$ cat src/rtl/blit_pkg.sv
// -----------------------------------------------------------------------------
// blit_pkg
// Constants and types shared by the sprite blitter and the VGA adapter
// instance: default screen geometry and colour width, command mode codes, the
// blitter state encoding and the scan-order selector used by the scan
// generator.
// -----------------------------------------------------------------------------
package blit_pkg;

  // Default framebuffer geometry and colour format (5:5:5).
  localparam int unsigned SCR_W_DEF = 320;
  localparam int unsigned SCR_H_DEF = 240;
  localparam int unsigned XW_DEF    = 9;
  localparam int unsigned YW_DEF    = 8;
  localparam int unsigned CW_DEF    = 15;

  // Command modes presented on the mode input.
  localparam logic [1:0] MODE_CLEAR = 2'd0;
  localparam logic [1:0] MODE_BLIT  = 2'd1;
  localparam logic [1:0] MODE_TILE  = 2'd2;
  localparam logic [1:0] MODE_RSVD  = 2'd3;

  typedef enum logic [1:0] {
    ST_IDLE  = 2'd0,
    ST_RUN   = 2'd1,
    ST_DRAIN = 2'd2,
    ST_DONE  = 2'd3
  } blit_state_e;

  // Scan order: full-screen raster, one sprite, or a sprite per screen tile.
  typedef enum logic [1:0] {
    SCAN_RASTER = 2'd0,
    SCAN_SPRITE = 2'd1,
    SCAN_TILE   = 2'd2
  } scan_mode_e;

  function automatic int unsigned ceil_div(input int unsigned num,
                                           input int unsigned den);
    return (num + den - 1) / den;
  endfunction

endpackage

$ cat src/rtl/blit_scan_gen.sv
// -----------------------------------------------------------------------------
// blit_scan_gen
// Nested scan counters for the blitter. In raster order cx/cy walk the whole
// screen with cx fastest. In sprite order px/py walk one sprite with px
// fastest. In tile order every sprite scan is followed by a step of the tile
// counters tx/ty (tx fastest). last_o flags the final position of the
// selected scan so the caller can leave its run state on that step.
//
// Ports
//   clk, rst_n     clock, asynchronous active-low reset
//   restart_i      zero all counters (new command)
//   step_i         advance one position in the order given by scan_mode_i
//   scan_mode_i    raster / sprite / tile
//   px_o, py_o     position inside the sprite
//   tx_o, ty_o     current tile
//   cx_o, cy_o     raster position
//   last_o         current position is the last one of the scan
// -----------------------------------------------------------------------------
module blit_scan_gen
  import blit_pkg::*;
#(
  parameter int unsigned SCR_W = SCR_W_DEF,
  parameter int unsigned SCR_H = SCR_H_DEF,
  parameter int unsigned XW    = XW_DEF,
  parameter int unsigned YW    = YW_DEF,
  parameter int unsigned SPR_W = 16,
  parameter int unsigned SPR_H = 16,
  parameter int unsigned TX_N  = ceil_div(SCR_W, SPR_W),
  parameter int unsigned TY_N  = ceil_div(SCR_H, SPR_H),
  localparam int PXW = $clog2(SPR_W),
  localparam int PYW = $clog2(SPR_H),
  localparam int TXW = (TX_N > 1) ? $clog2(TX_N) : 1,
  localparam int TYW = (TY_N > 1) ? $clog2(TY_N) : 1
) (
  input  logic            clk,
  input  logic            rst_n,
  input  logic            restart_i,
  input  logic            step_i,
  input  scan_mode_e      scan_mode_i,
  output logic [PXW-1:0]  px_o,
  output logic [PYW-1:0]  py_o,
  output logic [TXW-1:0]  tx_o,
  output logic [TYW-1:0]  ty_o,
  output logic [XW-1:0]   cx_o,
  output logic [YW-1:0]   cy_o,
  output logic            last_o
);

  logic [PXW-1:0] px_q, px_d;
  logic [PYW-1:0] py_q, py_d;
  logic [TXW-1:0] tx_q, tx_d;
  logic [TYW-1:0] ty_q, ty_d;
  logic [XW-1:0]  cx_q, cx_d;
  logic [YW-1:0]  cy_q, cy_d;

  logic px_end, py_end, tx_end, ty_end, cx_end, cy_end;

  assign px_end = (px_q == PXW'(SPR_W - 1));
  assign py_end = (py_q == PYW'(SPR_H - 1));
  assign tx_end = (tx_q == TXW'(TX_N - 1));
  assign ty_end = (ty_q == TYW'(TY_N - 1));
  assign cx_end = (cx_q == XW'(SCR_W - 1));
  assign cy_end = (cy_q == YW'(SCR_H - 1));

  always_comb begin
    unique case (scan_mode_i)
      SCAN_RASTER: last_o = cx_end && cy_end;
      SCAN_SPRITE: last_o = px_end && py_end;
      default:     last_o = px_end && py_end && tx_end && ty_end;
    endcase
  end

  // NOTE: every signal written in an always_comb block gets a default first;
  // a path that leaves one unassigned would infer a latch.
  always_comb begin
    px_d = px_q;
    py_d = py_q;
    tx_d = tx_q;
    ty_d = ty_q;
    cx_d = cx_q;
    cy_d = cy_q;
    if (restart_i) begin
      px_d = '0;
      py_d = '0;
      tx_d = '0;
      ty_d = '0;
      cx_d = '0;
      cy_d = '0;
    end else if (step_i) begin
      if (scan_mode_i == SCAN_RASTER) begin
        if (cx_end) begin
          cx_d = '0;
          cy_d = cy_end ? '0 : cy_q + 1'b1;
        end else begin
          cx_d = cx_q + 1'b1;
        end
      end else begin
        // Sprite dimensions are powers of two, so px/py wrap on their own.
        px_d = px_q + 1'b1;
        if (px_end) begin
          py_d = py_q + 1'b1;
          if (py_end && (scan_mode_i == SCAN_TILE)) begin
            if (tx_end) begin
              tx_d = '0;
              ty_d = ty_end ? '0 : ty_q + 1'b1;
            end else begin
              tx_d = tx_q + 1'b1;
            end
          end
        end
      end
    end
  end

  // NOTE: sequential state is updated with non-blocking assignments so every
  // register samples the pre-edge value of its neighbours.
  always_ff @(posedge clk or negedge rst_n) begin
    if (!rst_n) begin
      px_q <= '0;
      py_q <= '0;
      tx_q <= '0;
      ty_q <= '0;
      cx_q <= '0;
      cy_q <= '0;
    end else begin
      px_q <= px_d;
      py_q <= py_d;
      tx_q <= tx_d;
      ty_q <= ty_d;
      cx_q <= cx_d;
      cy_q <= cy_d;
    end
  end

  assign px_o = px_q;
  assign py_o = py_q;
  assign tx_o = tx_q;
  assign ty_o = ty_q;
  assign cx_o = cx_q;
  assign cy_o = cy_q;

endmodule

$ cat src/rtl/sprite_blitter.sv
// -----------------------------------------------------------------------------
// sprite_blitter
// Pixel engine feeding the VGA adapter one write per clock. Commands:
//   CLEAR  raster the whole screen with fill_colour (no ROM access)
//   BLIT   draw one sprite from the ROM with its origin at (base_x, base_y)
//   TILE   cover the screen with copies of one sprite, tile by tile
//   mode 3 reserved: a one-cycle busy then done, no writes
// BLIT/TILE pixels are clipped to the screen and, with transp_en, pixels whose
// ROM word equals KEY are suppressed; every scanned pixel still costs a cycle.
//
// Ports
//   clk, reset           clock, asynchronous active-low reset
//   start                command strobe, only sampled in IDLE
//   mode, base_x, base_y, sprite_sel, fill_colour, transp_en
//                        command fields, latched on an accepted start
//   rom_addr / rom_data  sprite ROM, address {sprite_sel, py, px}; data is
//                        consumed one cycle after the address is presented
//   busy, done           command in progress / one-cycle completion pulse
//   writeEn, X, Y, Colour  registered pixel write to the framebuffer
// -----------------------------------------------------------------------------
module sprite_blitter
  import blit_pkg::*;
#(
  parameter int unsigned SCR_W = SCR_W_DEF,
  parameter int unsigned SCR_H = SCR_H_DEF,
  parameter int unsigned XW    = XW_DEF,
  parameter int unsigned YW    = YW_DEF,
  parameter int unsigned CW    = CW_DEF,
  parameter int unsigned SPR_W = 16,
  parameter int unsigned SPR_H = 16,
  parameter int unsigned SEL_W = 2,
  parameter logic [CW-1:0] KEY = '0,
  localparam int PXW = $clog2(SPR_W),
  localparam int PYW = $clog2(SPR_H),
  localparam int AW  = SEL_W + PYW + PXW
) (
  input  logic             clk,
  input  logic             reset,
  input  logic             start,
  input  logic [1:0]       mode,
  input  logic [XW-1:0]    base_x,
  input  logic [YW-1:0]    base_y,
  input  logic [SEL_W-1:0] sprite_sel,
  input  logic [CW-1:0]    fill_colour,
  input  logic             transp_en,
  output logic [AW-1:0]    rom_addr,
  input  logic [CW-1:0]    rom_data,
  output logic             busy,
  output logic             done,
  output logic             writeEn,
  output logic [XW-1:0]    X,
  output logic [YW-1:0]    Y,
  output logic [CW-1:0]    Colour
);

  localparam int unsigned TX_N = ceil_div(SCR_W, SPR_W);
  localparam int unsigned TY_N = ceil_div(SCR_H, SPR_H);
  localparam int TXW = (TX_N > 1) ? $clog2(TX_N) : 1;
  localparam int TYW = (TY_N > 1) ? $clog2(TY_N) : 1;

  // Screen limits at the widened coordinate width used for clipping.
  localparam logic [XW:0] SCR_W_L = (XW + 1)'(SCR_W);
  localparam logic [YW:0] SCR_H_L = (YW + 1)'(SCR_H);

  // ---------------------------------------------------------------------------
  // State and registered outputs
  // ---------------------------------------------------------------------------
  blit_state_e      state_q;

  logic [1:0]       mode_q;
  logic [XW-1:0]    base_x_q;
  logic [YW-1:0]    base_y_q;
  logic [SEL_W-1:0] sel_q;
  logic [CW-1:0]    fill_q;
  logic             transp_q;

  logic             busy_q;
  logic             done_q;
  logic             we_q;
  logic [XW-1:0]    x_q;
  logic [YW-1:0]    y_q;
  logic [CW-1:0]    col_q;
  logic [AW-1:0]    rom_addr_q;

  // ROM-latency stage: screen coordinate of the pixel whose ROM word is being
  // read this cycle. Kept one bit wider so off-screen sums never wrap back on.
  logic             pix_vld_q;
  logic [XW:0]      pix_x_q;
  logic [YW:0]      pix_y_q;

  // ---------------------------------------------------------------------------
  // Scan counters
  // ---------------------------------------------------------------------------
  logic [PXW-1:0] px;
  logic [PYW-1:0] py;
  logic [TXW-1:0] tx;
  logic [TYW-1:0] ty;
  logic [XW-1:0]  cx;
  logic [YW-1:0]  cy;
  logic           scan_last;
  logic           scan_restart;
  logic           scan_step;
  scan_mode_e     scan_mode;

  assign scan_restart = (state_q == ST_IDLE) && start;
  assign scan_step    = (state_q == ST_RUN);

  always_comb begin
    unique case (mode_q)
      MODE_CLEAR: scan_mode = SCAN_RASTER;
      MODE_TILE:  scan_mode = SCAN_TILE;
      default:    scan_mode = SCAN_SPRITE;
    endcase
  end

  blit_scan_gen #(
    .SCR_W (SCR_W),
    .SCR_H (SCR_H),
    .XW    (XW),
    .YW    (YW),
    .SPR_W (SPR_W),
    .SPR_H (SPR_H),
    .TX_N  (TX_N),
    .TY_N  (TY_N)
  ) u_scan (
    .clk         (clk),
    .rst_n       (reset),
    .restart_i   (scan_restart),
    .step_i      (scan_step),
    .scan_mode_i (scan_mode),
    .px_o        (px),
    .py_o        (py),
    .tx_o        (tx),
    .ty_o        (ty),
    .cx_o        (cx),
    .cy_o        (cy),
    .last_o      (scan_last)
  );

  // ---------------------------------------------------------------------------
  // Screen coordinate of the pixel being addressed in the ROM
  // ---------------------------------------------------------------------------
  logic [XW:0] org_x, pix_x_d;
  logic [YW:0] org_y, pix_y_d;

  always_comb begin
    org_x = {1'b0, base_x_q};
    org_y = {1'b0, base_y_q};
    if (mode_q == MODE_TILE) begin
      org_x = (XW + 1)'(tx) << PXW;
      org_y = (YW + 1)'(ty) << PYW;
    end
    pix_x_d = org_x + (XW + 1)'(px);
    pix_y_d = org_y + (YW + 1)'(py);
  end

  // ---------------------------------------------------------------------------
  // Clipping and transparency on the pixel whose ROM word has arrived
  // ---------------------------------------------------------------------------
  logic in_bounds;
  logic keyed;
  logic pix_we;

  assign in_bounds = (pix_x_q < SCR_W_L) && (pix_y_q < SCR_H_L);
  assign keyed     = transp_q && (rom_data == KEY);
  assign pix_we    = pix_vld_q && in_bounds && !keyed;

  // ---------------------------------------------------------------------------
  // Control FSM with registered outputs
  // ---------------------------------------------------------------------------
  // NOTE: the asynchronous reset clears the ROM-latency stage as well as the
  // outputs, so a reset in the middle of a command cannot leak a final write.
  always_ff @(posedge clk or negedge reset) begin
    if (!reset) begin
      state_q    <= ST_IDLE;
      mode_q     <= MODE_CLEAR;
      base_x_q   <= '0;
      base_y_q   <= '0;
      sel_q      <= '0;
      fill_q     <= '0;
      transp_q   <= 1'b0;
      busy_q     <= 1'b0;
      done_q     <= 1'b0;
      we_q       <= 1'b0;
      x_q        <= '0;
      y_q        <= '0;
      col_q      <= '0;
      rom_addr_q <= '0;
      pix_vld_q  <= 1'b0;
      pix_x_q    <= '0;
      pix_y_q    <= '0;
    end else begin
      done_q    <= 1'b0;
      pix_vld_q <= 1'b0;

      // Write stage: the pixel addressed last cycle is emitted now. X/Y/Colour
      // follow it even when clipped or keyed; only writeEn is suppressed.
      we_q <= 1'b0;
      if (pix_vld_q) begin
        we_q  <= pix_we;
        x_q   <= pix_x_q[XW-1:0];
        y_q   <= pix_y_q[YW-1:0];
        col_q <= rom_data;
      end

      case (state_q)
        ST_IDLE: begin
          if (start) begin
            mode_q   <= mode;
            base_x_q <= base_x;
            base_y_q <= base_y;
            sel_q    <= sprite_sel;
            fill_q   <= fill_colour;
            transp_q <= transp_en;
            busy_q   <= 1'b1;
            state_q  <= ST_RUN;
          end
        end

        ST_RUN: begin
          case (mode_q)
            MODE_CLEAR: begin
              // No ROM involved, so the write goes out directly.
              we_q  <= 1'b1;
              x_q   <= cx;
              y_q   <= cy;
              col_q <= fill_q;
              if (scan_last) state_q <= ST_DRAIN;
            end
            MODE_BLIT, MODE_TILE: begin
              rom_addr_q <= {sel_q, py, px};
              pix_vld_q  <= 1'b1;
              pix_x_q    <= pix_x_d;
              pix_y_q    <= pix_y_d;
              if (scan_last) state_q <= ST_DRAIN;
            end
            default: begin
              busy_q  <= 1'b0;
              done_q  <= 1'b1;
              state_q <= ST_DONE;
            end
          endcase
        end

        // Stay until the ROM-latency stage is empty, i.e. until the cycle in
        // which the last write is on the outputs has passed.
        ST_DRAIN: begin
          if (!pix_vld_q) begin
            busy_q  <= 1'b0;
            done_q  <= 1'b1;
            state_q <= ST_DONE;
          end
        end

        ST_DONE: state_q <= ST_IDLE;

        default: state_q <= ST_IDLE;
      endcase
    end
  end

  assign busy     = busy_q;
  assign done     = done_q;
  assign writeEn  = we_q;
  assign X        = x_q;
  assign Y        = y_q;
  assign Colour   = col_q;
  assign rom_addr = rom_addr_q;

endmodule

$ cat config.mk
export PLATFORM = sky130hd
export DESIGN_NAME = sprite_blitter
export DESIGN_NICKNAME = d
export VERILOG_FILES = /design/src/rtl/blit_pkg.sv /design/src/rtl/blit_scan_gen.sv /design/src/rtl/sprite_blitter.sv
export SDC_FILE = /design/constraint.sdc
export NUM_CORES = 1
export LEC_CHECK = 0
export CAP_MARGIN = 20
export CORE_ASPECT_RATIO = 0.9
export CORE_MARGIN = 2
export CORE_UTILIZATION = 55
export DETAILED_ROUTE_END_ITERATION = 10
export PLACE_DENSITY = 0.87
export SYNTH_ARGS = -nofsm -noshare
export SYNTH_HDL_FRONTEND = slang
export SYNTH_SLANG_ARGS = --single-unit
$ cat constraint.sdc
create_clock -name clk -period 3.76 [get_ports clk]
set_input_delay 0.94 -clock clk [delete_from_list [all_inputs] [get_ports clk]]
set_output_delay 0.94 -clock clk [all_outputs]
set_load 0.01 [all_outputs]
==> impl_metrics.csv <==
group,metric,value,unit
outcome,status,"complete, no violations",
global_route,antenna_found_initial,0,
layout,stdcell_area,0.00841,mm^2
floorplan,core_area,0.0120,mm^2
logic_synthesis,async_reset_ff_share,100,%
layout,regArea,0.00345,mm^2
logic_synthesis,netlist_area,0.00673,mm^2
global_route,grt_use_total,25.8,%
layout,nets,893,
logic_synthesis,postSynthAreaPerCell,9.36,um^2
floorplan,die_area,0.0131,mm^2
clock_network,cts_buffer_depth,2,
worst_setup_path,critPathKind,"flop to flop",
route,vias_per_cell,5.73,
floorplan,die_w,121,um
timing,rsz0062_at_grt,"no",
floorplan,floorplan.rows,38,
clock_network,htreeDepth,4,
worst_setup_path,crit_required,4.06,ns
timing,fin_crit,2.75,ns
placed_design,gp_congestion,0.859,
layout,layout_commonest_cell,"nand2_1",
worst_setup_path,start_kind,"flop",
route,drc,0,
worst_setup_path,end_kind,"flop",
placed_design,place_area,0.00785,mm^2
clock_network,cts_made_buffers,17,
timing,max-slew-margin-rel,33.7,%
logic_synthesis,yosys_warnings,0,
hold_path,min_path_type,"primary input to async pin",
worst_setup_path,timing.rr.start,"state_q[1]$_DFFE_PN0P_",
clock_network,cts_root_buf,"clkbuf_16",
clock_network,clk_pin_slew_worst_paths,0.06,ns
global_route,overflow,0,
worst_setup_path,r2r-end,"u_scan.cy_o[3]$_DFFE_PN0P_",
clock_network,worstSkewPairLatency,0.42,ns
layout,drive_above_1_share,6.43,%
logic_synthesis,ys_seq_area_share,51.3,%
worst_setup_path,cp.arrival,3.05,ns
layout,fillers,856,
job,maxCapViolCount,0,
route,avgRoutedWirePerCell,16.6,um
worst_setup_path,path_max_fanout,9,
timing,slew_viol_final,0,
clock_network,postCtsResizedCells,0,
placed_design,place_ws,0.930,ns
placed_design,port_buffers,99,
clock_network,hold_buffers,0,
floorplan,die_y,109,um
timing,tightest_slew,0.995,ns
route,via_count,5641,
logic_synthesis,synth_cell_type_count,50,
clock_network,cts_tree,"done",
route,ant_nets,0,
route,drt_iter0_drc,467,
layout,multi_input_area,0.00310,mm^2
power,pwr_density_cell,740,mW/mm^2
global_route,grt_pass1_wl,26.4,mm
logic_synthesis,synthCells,719,
worst_setup_path,reg2reg_slack,1.01,ns
timing,layout_setup_ws,1.01,ns
floorplan,io_pins,100,
timing,fmax,0.364,GHz
global_route,grt_max_degree,125,
placed_design,placed_cells,952,
logic_synthesis,synthesis.nets,800,
logic_synthesis,synth_edf_count,0,
floorplan,start_util,56.1,%
timing,tns,0,ns
clock_network,cts_setup_buffers,0,
timing,period_share,73.1,%
placed_design,dpl.hpwl,11.1,mm
power,power_leakage,0.00390,uW
worst_setup_path,ff2ff_path_depth,7,
timing,fin_skew,0.00926,ns
route,dr.pass1.iters,6,
timing,final-setup-viol-count,0,
logic_synthesis,ys.flop_type,"dfrtp_1",
timing,hold_violations,0,
global_route,grt_pass1_vias,5488,
route,wl,16.3,mm
layout,diodes,0,
layout,layout_common_cells,"nand2_1 (221), dfrtp_1 (137), clkdlybuf4s50_1 (98)",
layout,finalNonFillerCells,984,
power,ir_drop,0.438,mV
clock_network,clock-sinks,138,
layout,area_growth,25.0,%
logic_synthesis,yosys_register_bits,138,
synth_stat cells, types with 3 or more instances:
| library cell | number | area share (%) |
|---|---|---|
| nand2_1 | 221 | 12 |
| dfrtp_1 | 138 | 51 |
| o21ai_0 | 66 | 4.9 |
| mux2i_1 | 44 | 6.5 |
| nor2_1 | 34 | 1.9 |
| clkbuf_1 | 29 | 1.6 |
| ha_1 | 24 | 4.5 |
| a21oi_1 | 18 | 1.3 |
| nor2b_1 | 15 | 1.4 |
| inv_1 | 12 | 0.67 |
| nand3_1 | 12 | 0.89 |
| xnor2_1 | 10 | 1.3 |
| xor2_1 | 9 | 1.2 |
| nand4_1 | 7 | 0.65 |
| nor3_1 | 7 | 0.52 |
| a21o_1 | 6 | 0.67 |
| o31ai_1 | 6 | 0.67 |
| and3_1 | 5 | 0.47 |
| nand2b_1 | 4 | 0.37 |
| o41ai_1 | 4 | 0.52 |
| and4_1 | 3 | 0.39 |
| buf_2 | 3 | 0.22 |
| mux2_2 | 3 | 0.50 |
| nor4_1 | 3 | 0.28 |
| o21ba_2 | 3 | 0.45 |
critical path, cell delays in order, from the launching register on:
cell     delay [ns]
dfrtp_1        0.43
inv_1          0.13
ha_1           0.41
nand2_1        0.30
o41ai_1        0.84
o21ai_0        0.29
nand2_1        0.14
o21ai_0        0.09
worst max path at each step:
stage	startpoint	end	cells after the start
floorplan	mode_q[0]$_DFFE_PN0P_	pix_x_q[6]$_DFFE_PN0P_	12
global placement	start	u_scan.cy_o[5]$_DFFE_PN0P_	5
detailed placement	start	u_scan.cy_o[7]$_DFFE_PN0P_	5
CTS	mode_q[0]$_DFFE_PN0P_	pix_x_q[6]$_DFFE_PN0P_	10
global route	state_q[1]$_DFFE_PN0P_	u_scan.cy_o[3]$_DFFE_PN0P_	7
finish	state_q[1]$_DFFE_PN0P_	u_scan.cy_o[3]$_DFFE_PN0P_	7
through the flow:
| step | util, % | hold WS [ns] | total power (uW) |
|---|---|---|---|
| floorplan | - | 0.438 | 3760 |
| global placement | 65.5 | 0.454 | 4550 |
| detailed placement | 65.5 | 0.455 | 4690 |
| CTS | 70.0 | 0.472 | 6220 |
| global route | 70.2 | 0.497 | 6590 |
| finish | 70.2 | 0.468 | 6230 |
routing by layer:
metal	global-route usage (%)	wire, um	share of wire (%)
met5	0	0	0
met4	10.5	379	2.3
met2	43.1	8010	49
met1	33.1	6930	42
met3	5.18	1020	6.2
report_power, final:
group          internal, uW  total, uW  switching (uW)
clock                   897       1500             601
sequential             2010       2430             416
combinational          1030       2300            1270
total                  3940       6230            2280
flip-flops by register name (all words and copies together), names as in the netlist, 2 cells and up:
register and cells:
X 9, base_x_q 9, pix_y_q 9, u_scan.cx_o 9
u_scan.px_o 4, mode_q 2, u_scan.cy_o 8, rom_addr 10
Colour 15, u_scan.ty_o 4, pix_x_q 10, u_scan.tx_o 5
state_q 2, base_y_q 8, fill_q 15, Y 8
sel_q 2, u_scan.py_o 4
layout make-up:
type | count | share of cell area (%)
timing repair buffer | 108 | 12.8
clock buffer | 22 | 5.76
tap | 160 | 2.38
clock inverter | 9 | 0.565
sequential | 138 | 41.1
inverter | 12 | 0.536
multi-input combinational | 535 | 36.8
logic make-up after synthesis:
kind of cell | after synthesis | share of synthesized area [%]
DFF | 138 | 51.3
AOI/OAI and AO/OA | 115 | 10.1
muxes | 48 | 7.22
and+or+nand+nor | 327 | 21.2
xor gates and xnor gates | 19 | 2.47
adders and majority gates | 26 | 5.06
buffers and inverters | 46 | 2.62
(Power assumes the default switching activity.)
